[src/rtl/analyzer_readback_seq_if.sv]
// Memory read-request channel between the readback sequencer (master) and the trace memory port (slave).
interface analyzer_readback_seq_if #(
  parameter int unsigned ADDR_W = 26,
  parameter int unsigned STRIDE = 4
);
  localparam int unsigned LEN_W = $clog2(STRIDE + 1);

  logic              rd_req;
  logic [ADDR_W-1:0] rd_addr;
  logic [LEN_W-1:0]  rd_len;
  logic              rd_ack;
  logic              rd_cpl;

  modport master (output rd_req, rd_addr, rd_len, input rd_ack, rd_cpl);
  modport slave  (input rd_req, rd_addr, rd_len, output rd_ack, rd_cpl);
endinterface

[src/rtl/analyzer_readback_seq.sv]
// Readback sequencer: walks the circular trace buffer [begin_addr, end_addr) in credit-limited bursts.
// Optional feature: define READBACK_STATS_EN to add the stall_cycles counter output.
module analyzer_readback_seq #(
  parameter int unsigned ADDR_W          = 26,
  parameter int unsigned DEPTH           = 2**26,
  parameter int unsigned STRIDE          = 4,
  parameter int unsigned MAX_OUTSTANDING = 8
) (
  input  logic                    clk,
  input  logic                    reset,
  input  logic                    capture_idle,
  input  logic                    start,
  input  logic                    abort,
  input  logic [ADDR_W-1:0]       begin_addr,
  input  logic [ADDR_W-1:0]       end_addr,
  analyzer_readback_seq_if.master rd,
  output logic                    busy,
  output logic                    done,
  output logic                    aborted
`ifdef READBACK_STATS_EN
  , output logic [31:0]           stall_cycles
`endif
);

  localparam int unsigned LEN_W = $clog2(STRIDE + 1);
  localparam int unsigned CNT_W = $clog2(MAX_OUTSTANDING + 1);
  localparam logic [ADDR_W:0]  DEPTH_X  = (ADDR_W+1)'(DEPTH);
  localparam logic [ADDR_W:0]  STRIDE_X = (ADDR_W+1)'(STRIDE);
  localparam logic [CNT_W-1:0] MAX_X    = CNT_W'(MAX_OUTSTANDING);

  typedef enum logic [1:0] {S_IDLE, S_READ, S_DRAIN, S_DONE} state_t;

  state_t            state, state_nxt;
  logic [ADDR_W-1:0] addr;
  logic [ADDR_W:0]   remaining;
  logic [CNT_W-1:0]  outstanding;
  logic              abort_flag;

  logic [ADDR_W:0]   span;
  logic [ADDR_W:0]   burst;
  logic [ADDR_W:0]   addr_sum;
  logic              in_read;
  logic              req;
  logic              accept;
  logic              launch;
  logic              cpl_eff;

  always_comb begin
    // Circular distance: a negative difference wraps by adding DEPTH once.
    span = {1'b0, end_addr} - {1'b0, begin_addr};
    if (end_addr < begin_addr) span = span + DEPTH_X;

    burst    = (remaining < STRIDE_X) ? remaining : STRIDE_X;
    addr_sum = {1'b0, addr} + burst;
    if (addr_sum >= DEPTH_X) addr_sum = addr_sum - DEPTH_X;

    in_read = (state == S_READ);
    req     = in_read && (outstanding < MAX_X) && !abort;
    accept  = req && rd.rd_ack;
    launch  = (state == S_IDLE) && start && capture_idle;
    cpl_eff = rd.rd_cpl && (outstanding != '0);

    rd.rd_req  = req;
    rd.rd_addr = in_read ? addr : '0;
    rd.rd_len  = in_read ? LEN_W'(burst) : '0;

    busy    = (state != S_IDLE);
    done    = (state == S_DONE);
    aborted = done && abort_flag;
  end

  always_comb begin
    state_nxt = state;
    unique case (state)
      S_IDLE:  if (launch) state_nxt = (span == '0) ? S_DONE : S_READ;
      S_READ: begin
        if (abort)                             state_nxt = S_DRAIN;
        else if (accept && remaining == burst) state_nxt = S_DRAIN;
      end
      S_DRAIN: if (outstanding == '0) state_nxt = S_DONE;
      S_DONE:  if (!start) state_nxt = S_IDLE;
      default: state_nxt = S_IDLE;
    endcase
  end

  always_ff @(posedge clk) begin
    if (reset) begin
      state       <= S_IDLE;
      addr        <= '0;
      remaining   <= '0;
      outstanding <= '0;
      abort_flag  <= 1'b0;
    end else begin
      state <= state_nxt;
      if (launch) begin
        addr       <= begin_addr;
        remaining  <= span;
        abort_flag <= 1'b0;
      end
      if (accept) begin
        addr      <= addr_sum[ADDR_W-1:0];
        remaining <= remaining - burst;
      end
      if (in_read && abort) abort_flag <= 1'b1;
      if (state != S_IDLE) begin
        unique case ({accept, cpl_eff})
          2'b10:   outstanding <= outstanding + CNT_W'(1);
          2'b01:   outstanding <= outstanding - CNT_W'(1);
          default: outstanding <= outstanding;
        endcase
      end
    end
  end

`ifdef READBACK_STATS_EN
  always_ff @(posedge clk) begin
    if (reset) begin
      stall_cycles <= '0;
    end else if (launch && span != '0) begin
      stall_cycles <= '0;
    end else if (in_read && remaining != '0 && !accept && stall_cycles != '1) begin
      stall_cycles <= stall_cycles + 32'd1;
    end
  end
`endif

endmodule

[src/flat_wrapper.sv]
// flat-port wrapper written by rule: the top's interface ports become plain ports
module analyzer_readback_seq_flat 
#(
  parameter int unsigned ADDR_W          = 26,
  parameter int unsigned DEPTH           = 2**26,
  parameter int unsigned STRIDE          = 4,
  parameter int unsigned MAX_OUTSTANDING = 8
)
  (clk, reset, capture_idle, start, abort, begin_addr, end_addr, busy, done, aborted, rd_rd_req, rd_rd_addr, rd_rd_len, rd_rd_ack, rd_rd_cpl);
  analyzer_readback_seq_if #(.ADDR_W(ADDR_W), .STRIDE(STRIDE)) rd_i ();
  input  logic clk;
  input  logic reset;
  input  logic capture_idle;
  input  logic start;
  input  logic abort;
  input  logic [ADDR_W-1:0] begin_addr;
  input  logic [ADDR_W-1:0] end_addr;
  output logic busy;
  output logic done;
  output logic aborted;
  output wire logic [$bits(rd_i.rd_req)-1:0] rd_rd_req;
  output wire logic [$bits(rd_i.rd_addr)-1:0] rd_rd_addr;
  output wire logic [$bits(rd_i.rd_len)-1:0] rd_rd_len;
  input wire logic [$bits(rd_i.rd_ack)-1:0] rd_rd_ack;
  input wire logic [$bits(rd_i.rd_cpl)-1:0] rd_rd_cpl;
  assign rd_rd_req = rd_i.rd_req;
  assign rd_rd_addr = rd_i.rd_addr;
  assign rd_rd_len = rd_i.rd_len;
  assign rd_i.rd_ack = rd_rd_ack;
  assign rd_i.rd_cpl = rd_rd_cpl;
  analyzer_readback_seq #(.ADDR_W(ADDR_W), .DEPTH(DEPTH), .STRIDE(STRIDE), .MAX_OUTSTANDING(MAX_OUTSTANDING)) u_core (.clk(clk), .reset(reset), .capture_idle(capture_idle), .start(start), .abort(abort), .begin_addr(begin_addr), .end_addr(end_addr), .rd(rd_i), .busy(busy), .done(done), .aborted(aborted));
endmodule
[config.mk]
export PLATFORM = sky130hd
export DESIGN_NAME = analyzer_readback_seq_flat
export DESIGN_NICKNAME = d
export VERILOG_FILES = /design/src/rtl/analyzer_readback_seq_if.sv /design/src/rtl/analyzer_readback_seq.sv /design/src/flat_wrapper.sv
export SDC_FILE = /design/constraint.sdc
export NUM_CORES = 1
export LEC_CHECK = 0
export ABC_AREA = 1
export BUFFER_PORTS_ARGS = -buffer_cell sky130_fd_sc_hd__buf_4
export CAP_MARGIN = 20
export CORE_MARGIN = 2
export CORE_UTILIZATION = 60
export CTS_BUF_LIST = sky130_fd_sc_hd__clkbuf_16
export CTS_CLUSTER_DIAMETER = 80
export CTS_CLUSTER_SIZE = 8
export DETAILED_ROUTE_END_ITERATION = 6
export PLACE_DENSITY = 0.85
export SYNTH_ARGS = -nofsm -noshare
export SYNTH_HDL_FRONTEND = slang
export SYNTH_SLANG_ARGS = --single-unit
[constraint.sdc]
create_clock -name clk -period 4.3 [get_ports clk]
set_input_delay 0.645 -clock clk [delete_from_list [all_inputs] [get_ports clk]]
set_output_delay 0.645 -clock clk [all_outputs]
set_load 0.05 [all_outputs]
==> impl_metrics.tcl, run 1 <==
set metrics [dict create \
    ys_seq_elements 60 \
    netlist_area_um2 7440 \
    async_reset_ff_share_pct 0 \
    start_util_pct 61.7 \
    via_per_inst 5.61 \
    grt_setup_unrepaired "false" \
    synth-compound-area-share_pct 16.3 \
    relSlewSlack_pct 37.0 \
    cts_buffers 9 \
    placed_cells 1576 \
    dp_hpwl_um 19200 \
    grt_start_max_net_pins 38 \
    violations "DRC" \
    status "complete, but fails checks" \
    synth_mux_area_share_pct 0 \
    tightest_slew_ps 943 \
    drive_gt1_share_pct 10.5 \
    leakage_nw 4.81 \
    ys_warn_count 0 \
    cts.sinks 60 \
    synth_xor_area_share_pct 2.47 \
    slew_violations 0 \
    synth_area_leaders "nand2_1 (20%), dfxtp_1 (16%), inv_1 (11%)" \
    grt_usage_pct 37.0 \
    cts_buffer_depth 2 \
    post-route-min-period_ps 3390 \
    synth_top_area_cell "nand2_1" \
    hold_viol 0 \
    hold_ws_ps 471 \
    setup_viol 0 \
    synth_cell_types 55 \
    fin_skew_ps 6.70 \
    clk_pin_slew_ps 60 \
    antenna_left 0 \
    wire_per_inst_um 15.4 \
    vias 8926 \
    hold_buffers 0 \
    first_pass_iters 7 \
    cts_tree "built" \
    startpoint_type "flip-flop" \
    io_buffers 91 \
    holdCritPathClass "reg -> reg" \
    p_per_area_nw_per_um2 449 \
    clkLatencyLatePin_ps 350 \
    synth_ff_type "dfxtp_1" \
    drc_errors 2 \
    dpl-instance-area_um2 8350 \
    synth_top_area_share_pct 19.9 \
    max_freq_ghz 0.295 \
    n_antenna_cell 0 \
    vdd_ir_drop_max_v 0.000276 \
    cp.arrival_ps 3610 \
    synth.most_common_cell "nand2_1" \
    drtIter0Drc 971 \
    ys_top_cells_by_count "nand2_1 (394), inv_1 (216), nor2_1 (130), nand3_1 (97), a21oi_1 (93)" \
    max_stage_delay_ps 500 \
    place_congestion 1.01 \
    cpMostUsedCell "nand2_1" \
    fin_cells 1591 \
    io_pins 92 \
    p_total_mw 3.88 \
    drv_cap 0 \
    ctsResizeCount 0 \
    worstPathCellList "nor2_2 -> nand2_1 -> nor2_1 -> nand2_1 -> nor2_1 -> nand2_1 -> fa_1 -> o21ai_2 -> a21boi_1 -> o21ai_0 -> nand3_1 -> nand3_1 -> nand3_1 -> nand2_1 -> a21oi_1" \
    synthAdderAreaFrac_pct 10.9 \
    grt_antenna_before_repair 1 \
    clock-root-buffer "clkbuf_16" \
    netlist_instances 1317 \
    path_class "reg -> reg" \
    tns_ps 0 \
    synth_simple_gate_area_share_pct 41.3 \
    num_rows 40 \
    worst_path_max_delay_cell "o21ai_0" \
    die_h_um 115 \
    core_area_um2 12100 \
    grt_pass1_wl_um 38500 \
    die-area_um2 13300 \
    synth_edf_count 0 \
    num-nets-final 1541 \
    grt.overflow.total 0 \
    postCtsSetupBuffers 0 \
    die_x_um 115 \
    fin_area_um2 8650 \
    critPathMaxFanout 4 \
    worstPathRequired_ps 4510 \
    grt_pass1_vias 7879 \
    ys_seq_area_share_pct 16.1 \
    fin_crit_sh_pct 78.9 \
    synth_top_family_by_area "simple AND/OR/NAND/NOR gates" \
    area_growth_pct 16.3 \
    critical_path.endpoint_type "flip-flop" \
    h-tree-depth 3 \
    syn-mean-instance-area_um2 5.65 \
    wl_um 24400 \
]
[per-layer routing]
metal,GRT usage (%),wire length (um)
met1,49.0,10500
met2,60.2,10900
met3,6.33,2340
met4,13.8,703
met5,0,0
[placed cells by master (no fill, tap or decap), types with 5 or more instances in the layout]
cell type and n:
a21oi_1 93, a31oi_1 12, buf_4 95, clkbuf_16 9
conb_1 23, dfxtp_1 60, ha_1 60, inv_1 217
inv_2 7, nand2_1 394, nand3_1 97, nand3b_1 7
nand4_1 17, nor2_1 130, nor2_2 8, nor3_1 17
o21ai_0 69, o21ai_1 5, o21bai_1 8, xnor2_1 7
xor2_1 14
[metrics by stage]
stage,worst slack (ps),util [%]
2_1_floorplan,1210,-
3_3_place_gp,1160,69.2
3_5_place_dp,1120,69.2
4_1_cts,1050,71.7
5_1_grt,598,71.7
6_report,905,71.7
[report_power, final]
part / switching (mW) / total [mW] / leakage, nW / internal [mW]
clock: 0.288 / 0.787 / 0.152 / 0.500
sequential: 0.130 / 0.811 / 0.491 / 0.680
combinational: 1.54 / 2.29 / 4.17 / 0.745
total: 1.96 / 3.88 / 4.81 / 1.92
[logic make-up (layout without fill, tap and decap cells)]
kind of cell    after synthesis  after routing
fa+ha+maj                    63             63
buf+inv                     249            334
flops                        60             60
other cells                   2             23
xor+xnor                     21             21
simple gates                705            705
compound gates              217            217
[sequential cells by signal, indices dropped and copies added, names as in the netlist]
register / count
u_core.remaining: 27
u_core.addr: 26
u_core.outstanding: 4
u_core.state: 2
u_core.abort_flag: 1
[worst max-delay path, delay by kind of cell (launching register included)]
kind,cells,cell delay (ps)
compound gates,4,930
flops,1,340
simple gates,10,1510
fa+ha+maj,1,470
[area by class of cell]
| type | instances | area, um^2 |
|---|---|---|
| tap | 168 | 210 |
| timing repair buffer | 96 | 733 |
| multi-input combinational | 1029 | 5360 |
| sequential | 60 | 1200 |
| fill | 1133 | 3410 |
| clock inverter | 6 | 81.3 |
| clock buffer | 9 | 225 |
| inverter | 223 | 837 |
[final timing paths]
kind,to,depth (start not counted),slack [ps],start
hold / removal,u_core.abort_flag,2,470,u_core.abort_flag
setup reg to reg,u_core.addr[22],15,910,u_core.remaining[17]
setup / recovery,u_core.addr[22],15,910,u_core.remaining[17]
hold reg to reg,u_core.abort_flag,2,470,u_core.abort_flag
Power figures use the tool's default switching activity.
==> run 2: changes to the inputs <==
==> constraint.sdc (replaced) <==
create_clock -name clk -period 3.2 [get_ports clk]
set_input_delay 0.48 -clock clk [delete_from_list [all_inputs] [get_ports clk]]
set_output_delay 0.48 -clock clk [all_outputs]
set_load 0.05 [all_outputs]
==> impl_metrics.tcl, run 2 (synthesis gave the netlist of run 1 again) <==
set metrics [dict create \
    clkLatencyLatePin_ps 350 \
    status "finished, final reports clean" \
    grt.overflow.total 0 \
    drive_gt1_share_pct 11.0 \
    path_buf_inv 1 \
    path_class "reg -> reg" \
    drc_errors 0 \
    area_growth_pct 16.9 \
    num_rows 40 \
    grt_pass1_vias 8180 \
    dr.max_layer_used "met4" \
    fillers 1138 \
    grt_setup_unrepaired "false" \
    worst_path_max_delay_cell "fa_1" \
    cts_buffers 9 \
    vdd_ir_drop_max_v 0.000513 \
    cts_buffer_depth 2 \
    worstPathCellList "nor2_2 -> nand2_1 -> nor2_1 -> nand2_1 -> nor2_2 -> nand2_1 -> fa_1 -> o21ai_2 -> a21boi_1 -> o21ai_0 -> buf_4 -> nor2_1 -> o21ai_0 -> nand2_1 -> a21oi_1" \
    wl_met2_um 10800 \
    max_stage_delay_ps 470 \
    grt_antenna_before_repair 1 \
    critPathTopFamily "simple AND/OR/NAND/NOR gates" \
    io_buffers 91 \
    leakage_nw 4.84 \
    drtIter0Drc 974 \
    wl_um 23900 \
    drv_cap 0 \
    final_common_cell "nand2_1" \
    antenna_left 0 \
    top_register "u_core.remaining" \
    slew_violations 0 \
    multi_input_area_um2 5370 \
    tightest_slew_ps 955 \
    grt_start_max_net_pins 40 \
    clk_pin_slew_ps 60 \
    die_h_um 115 \
    die_x_um 115 \
    final_cell_mix "nand2_1 (394), inv_1 (217), nor2_1 (129)" \
    setup_viol 0 \
    worstPathRequired_ps 3470 \
    vias 8850 \
    holdCritPathClass "in -> reg" \
    via_per_inst 5.54 \
    seqCellArea_um2 1200 \
    max_freq_ghz 0.338 \
    place_congestion 1.01 \
    fin_skew_ps 9.07 \
    num-nets-final 1546 \
    h-tree-depth 3 \
    placed_cells 1581 \
    tns_ps 0 \
    largest_reg_flops 27 \
    cp.arrival_ps 3230 \
    wire_per_inst_um 14.9 \
    hold_viol 0 \
    clock-root-buffer "clkbuf_16" \
    grt_usage_pct 36.4 \
    grt_pass1_wl_um 38600 \
    dr_wl_met3_um 2240 \
    fin_crit_sh_pct 92.5 \
    startpoint_type "flip-flop" \
    cts.sinks 60 \
    p_total_mw 5.23 \
    fin_cells 1598 \
    core_area_um2 12100 \
    first_pass_iters 7 \
    relSlewSlack_pct 36.3 \
    cpMostUsedCell "nand2_1" \
    cts_tree "built" \
    die-area_um2 13300 \
    reg_top3 "u_core.remaining (27), u_core.addr (26), u_core.outstanding (4)" \
    critPathMaxFanout 4 \
    io_pins 92 \
    post-route-min-period_ps 2960 \
    critical_path.endpoint_type "flip-flop" \
    start_util_pct 61.7 \
    m1WireLength_um 9990 \
    dp_hpwl_um 18900 \
    p_per_area_nw_per_um2 601 \
]
-- run 2: power by group --
group	total (mW)	switching, mW	leakage (nW)	internal, mW
Clock	1.07	0.390	0.153	0.679
Combinational	3.07	2.06	4.19	1.01
Sequential	1.09	0.176	0.491	0.914
Total	5.23	2.62	4.84	2.60
-- run 2: area by class of cell --
| class | instances | area share (%) |
|---|---|---|
| multi-input cells | 1029 | 61.7 |
| flip-flops and latches | 60 | 13.8 |
| inverters | 223 | 9.62 |
| repair buffers | 101 | 8.72 |
| clock buffers | 9 | 2.59 |
| well taps | 168 | 2.42 |
| clock inverters | 7 | 1.06 |
| diodes | 1 | 0.0288 |
-- run 2: timing repair --
item                                   in CTS  in global routing
buffers inserted                            0                  0
hold buffers                                0                  0
endpoints found under the hold margin       0                  0
setup endpoints to repair                   0                  5
resized for setup                           0                  2
-- run 2: routing by layer --
metal / vias up / global-route usage, %
li1: 4429 / -
met1: 3917 / 47.0
met2: 426 / 60.9
met3: 78 / 5.17
met4: 0 / 15.0
met5: - / 0
-- run 2: tightest hold or removal path, delay by kind of cell --
family	cells	cell delay, ps
and+or+nand+nor	1	40
AOI/OAI and AO/OA	1	100
buffers and inverters	1	90
-- run 2: stage by stage --
step | util (%) | area (um^2) | hold WS, ps | setup slack, ps
finish | 72.1 | 8700 | 407 | 239
global route | 72.1 | 8700 | 424 | 58.5
CTS | 72.0 | 8690 | 407 | 187
detailed placement | 69.4 | 8370 | 456 | 253
global placement | 69.4 | 8370 | 450 | 369
floorplan | - | 7520 | 441 | 107
-- run 2: final timing paths --
check                                          from                end  slack (ps)  depth (start not counted)
worst max-delay path            u_core.remaining[7]    u_core.addr[14]         240                         15
worst min-delay path                  begin_addr[2]     u_core.addr[2]         410                          3
worst max register to register  u_core.remaining[7]    u_core.addr[14]         240                         15
worst min register to register    u_core.abort_flag  u_core.abort_flag         470                          2
==> run 3: changes to the inputs <==
--- a/config.mk
+++ b/config.mk
@@ -6,7 +6,6 @@
 export NUM_CORES = 1
 export LEC_CHECK = 0
 export ABC_AREA = 1
-export BUFFER_PORTS_ARGS = -buffer_cell sky130_fd_sc_hd__buf_4
 export CAP_MARGIN = 20
 export CORE_MARGIN = 2
 export CORE_UTILIZATION = 60
@@ -14,7 +13,8 @@
 export CTS_CLUSTER_DIAMETER = 80
 export CTS_CLUSTER_SIZE = 8
 export DETAILED_ROUTE_END_ITERATION = 6
-export PLACE_DENSITY = 0.85
+export DONT_BUFFER_PORTS = 1
+export PLACE_DENSITY = 0.79
 export SYNTH_ARGS = -nofsm -noshare
 export SYNTH_HDL_FRONTEND = slang
 export SYNTH_SLANG_ARGS = --single-unit
==> impl_metrics.tcl, run 3 (synthesis gave the netlist of run 1 again) <==
set metrics [dict create \
    placed_cells 1491 \
    grt_setup_unrepaired "false" \
    dp_hpwl_um 18700 \
    holdPathStages 1 \
    core_area_um2 12100 \
    path_buf_inv 1 \
    path_depth 17 \
    worst_path_max_delay_cell "fa_1" \
    grt_pass1_vias 7702 \
    wl_um 23500 \
    first_pass_iters 6 \
    grt_start_max_net_pins 36 \
    grt_pass1_wl_um 38000 \
    hold_viol 0 \
    cts.sinks 60 \
    grt.overflow.total 0 \
    top_register "u_core.remaining" \
    fin_util_pct 66.3 \
    grt_usage_pct 36.3 \
    final_common_cell "nand2_1" \
    critPathMaxFanout 4 \
    postCtsSetupBuffers 0 \
    tightest_slew_ps 882 \
    rr_startpoint "u_core.remaining[7]" \
    tns_ps 0 \
    critPathTopFamily "simple AND/OR/NAND/NOR gates" \
    max_stage_delay_ps 490 \
    worstPathRequired_ps 3480 \
    area_growth_pct 7.57 \
    drc_errors 0 \
    fin_cells 1508 \
    via_per_inst 5.60 \
    leakage_nw 4.37 \
    p_total_mw 4.95 \
    r2r_end "u_core.addr[22]" \
    status "finished, final reports clean" \
    die-area_um2 13300 \
    fin_crit_sh_pct 92.0 \
    worstHoldStart "reset" \
    rr_worst_depth 17 \
    die_h_um 115 \
    io_buffers 0 \
    holdCritPathClass "in -> reg" \
    drv_cap 0 \
    antenna_left 0 \
    num_rows 40 \
    cts_buffer_depth 2 \
    worstPathCellList "nor2_2 -> nand2_1 -> nor2_1 -> nand2_1 -> nor2_2 -> nand2_1 -> fa_1 -> o21ai_4 -> a21boi_1 -> o21ai_0 -> buf_4 -> nand3_1 -> nand2_1 -> nand2_1 -> nand3_1 -> nand2_1 -> a21oi_1" \
    slew_violations 0 \
    die_x_um 115 \
    reg_top3 "u_core.remaining (27), u_core.addr (26), u_core.outstanding (4)" \
    setup_viol 0 \
    place_congestion 0.982 \
    dpl-instance-area_um2 7710 \
    largest_reg_flops 27 \
    num-nets-final 1456 \
    critical_path.endpoint_type "flip-flop" \
    h-tree-depth 3 \
    cts_tree "built" \
    start_util_pct 61.7 \
    max_freq_ghz 0.340 \
    io_pins 92 \
    relSlewSlack_pct 41.1 \
    drtIter0Drc 811 \
    cp.arrival_ps 3230 \
    final_cell_mix "nand2_1 (394), inv_1 (216), nor2_1 (129)" \
    cts_buffers 9 \
    fin_skew_ps 8.94 \
    clock-root-buffer "clkbuf_16" \
    p_per_area_nw_per_um2 619 \
    regToRegSetupSlack_ps 260 \
    wire_per_inst_um 15.6 \
    grt_antenna_before_repair 1 \
    vdd_ir_drop_max_v 0.000386 \
    fin_area_um2 8000 \
    drive_gt1_share_pct 5.08 \
    cpMostUsedCell "nand2_1" \
    min_to "u_core.abort_flag" \
    vias 8452 \
    clk_pin_slew_ps 60 \
    clkLatencyLatePin_ps 350 \
    post-route-min-period_ps 2940 \
    startpoint_type "flip-flop" \
    path_class "reg -> reg" \
]
==> run 3: changes by cell type in the layout (fill, tap and decap cells not counted), sizes merged <==
cell and change:
buf -90, bufinv -2, clkinv +2
==> run 3: what timing repair did <==
| action | in CTS | in global routing |
|---|---|---|
| hold buffers | 0 | 0 |
| endpoints found under the setup margin | 0 | 5 |
| resized for setup | 0 | 4 |
==> run 3: through the flow <==
stage | setup slack [ps] | hold slack (ps)
finish | 256 | 195
floorplan | 107 | 441
CTS | 186 | 193
detailed placement | 215 | 446
global placement | 318 | 455
global route | 6.34 | 187
==> run 3: worst max path at each step <==
stage,startpoint,to,slack (ps)
after floorplan,u_core.state[1],u_core.outstanding[3],110
after global placement,u_core.remaining[17],u_core.addr[10],320
after detailed placement,u_core.remaining[7],u_core.addr[10],220
after CTS,u_core.remaining[7],u_core.addr[10],190
after global routing,u_core.remaining[7],u_core.addr[18],6
final,u_core.remaining[7],u_core.addr[22],260
==> run 3: final cells by class <==
cell class	instances	area, um^2
Multi-Input combinational cell	1029	5390
Fill cell	1174	4060
Sequential cell	60	1200
Inverter	223	837
Clock buffer	9	225
Tap cell	168	210
Timing Repair Buffer	11	95.1
Clock inverter	7	42.5
Antenna cell	1	2.50
==> run 3: layer usage <==
layer  track usage (%)  wire length [um]
met3              6.54              2120
met1              50.5             10600
met2              57.3             10400
met4              10.8               403
met5                 0                 0
==> run 3: worst reg2reg max path, stage by stage, from the launching register on <==
cell	delay [ps]
dfxtp_1	340
nor2_2	210
nand2_1	110
nor2_1	180
nand2_1	90
nor2_2	190
nand2_1	140
fa_1	490
o21ai_4	230
a21boi_1	140
o21ai_0	180
buf_4	170
nand3_1	90
nand2_1	70
nand2_1	40
nand3_1	70
nand2_1	60
a21oi_1	110
==> run 3: power breakdown <==
group          total [mW]  switching, mW  internal [mW]
logic                2.94           2.02          0.922
registers            1.09          0.180          0.914
clock network       0.918          0.399          0.519
total                4.95           2.59           2.36
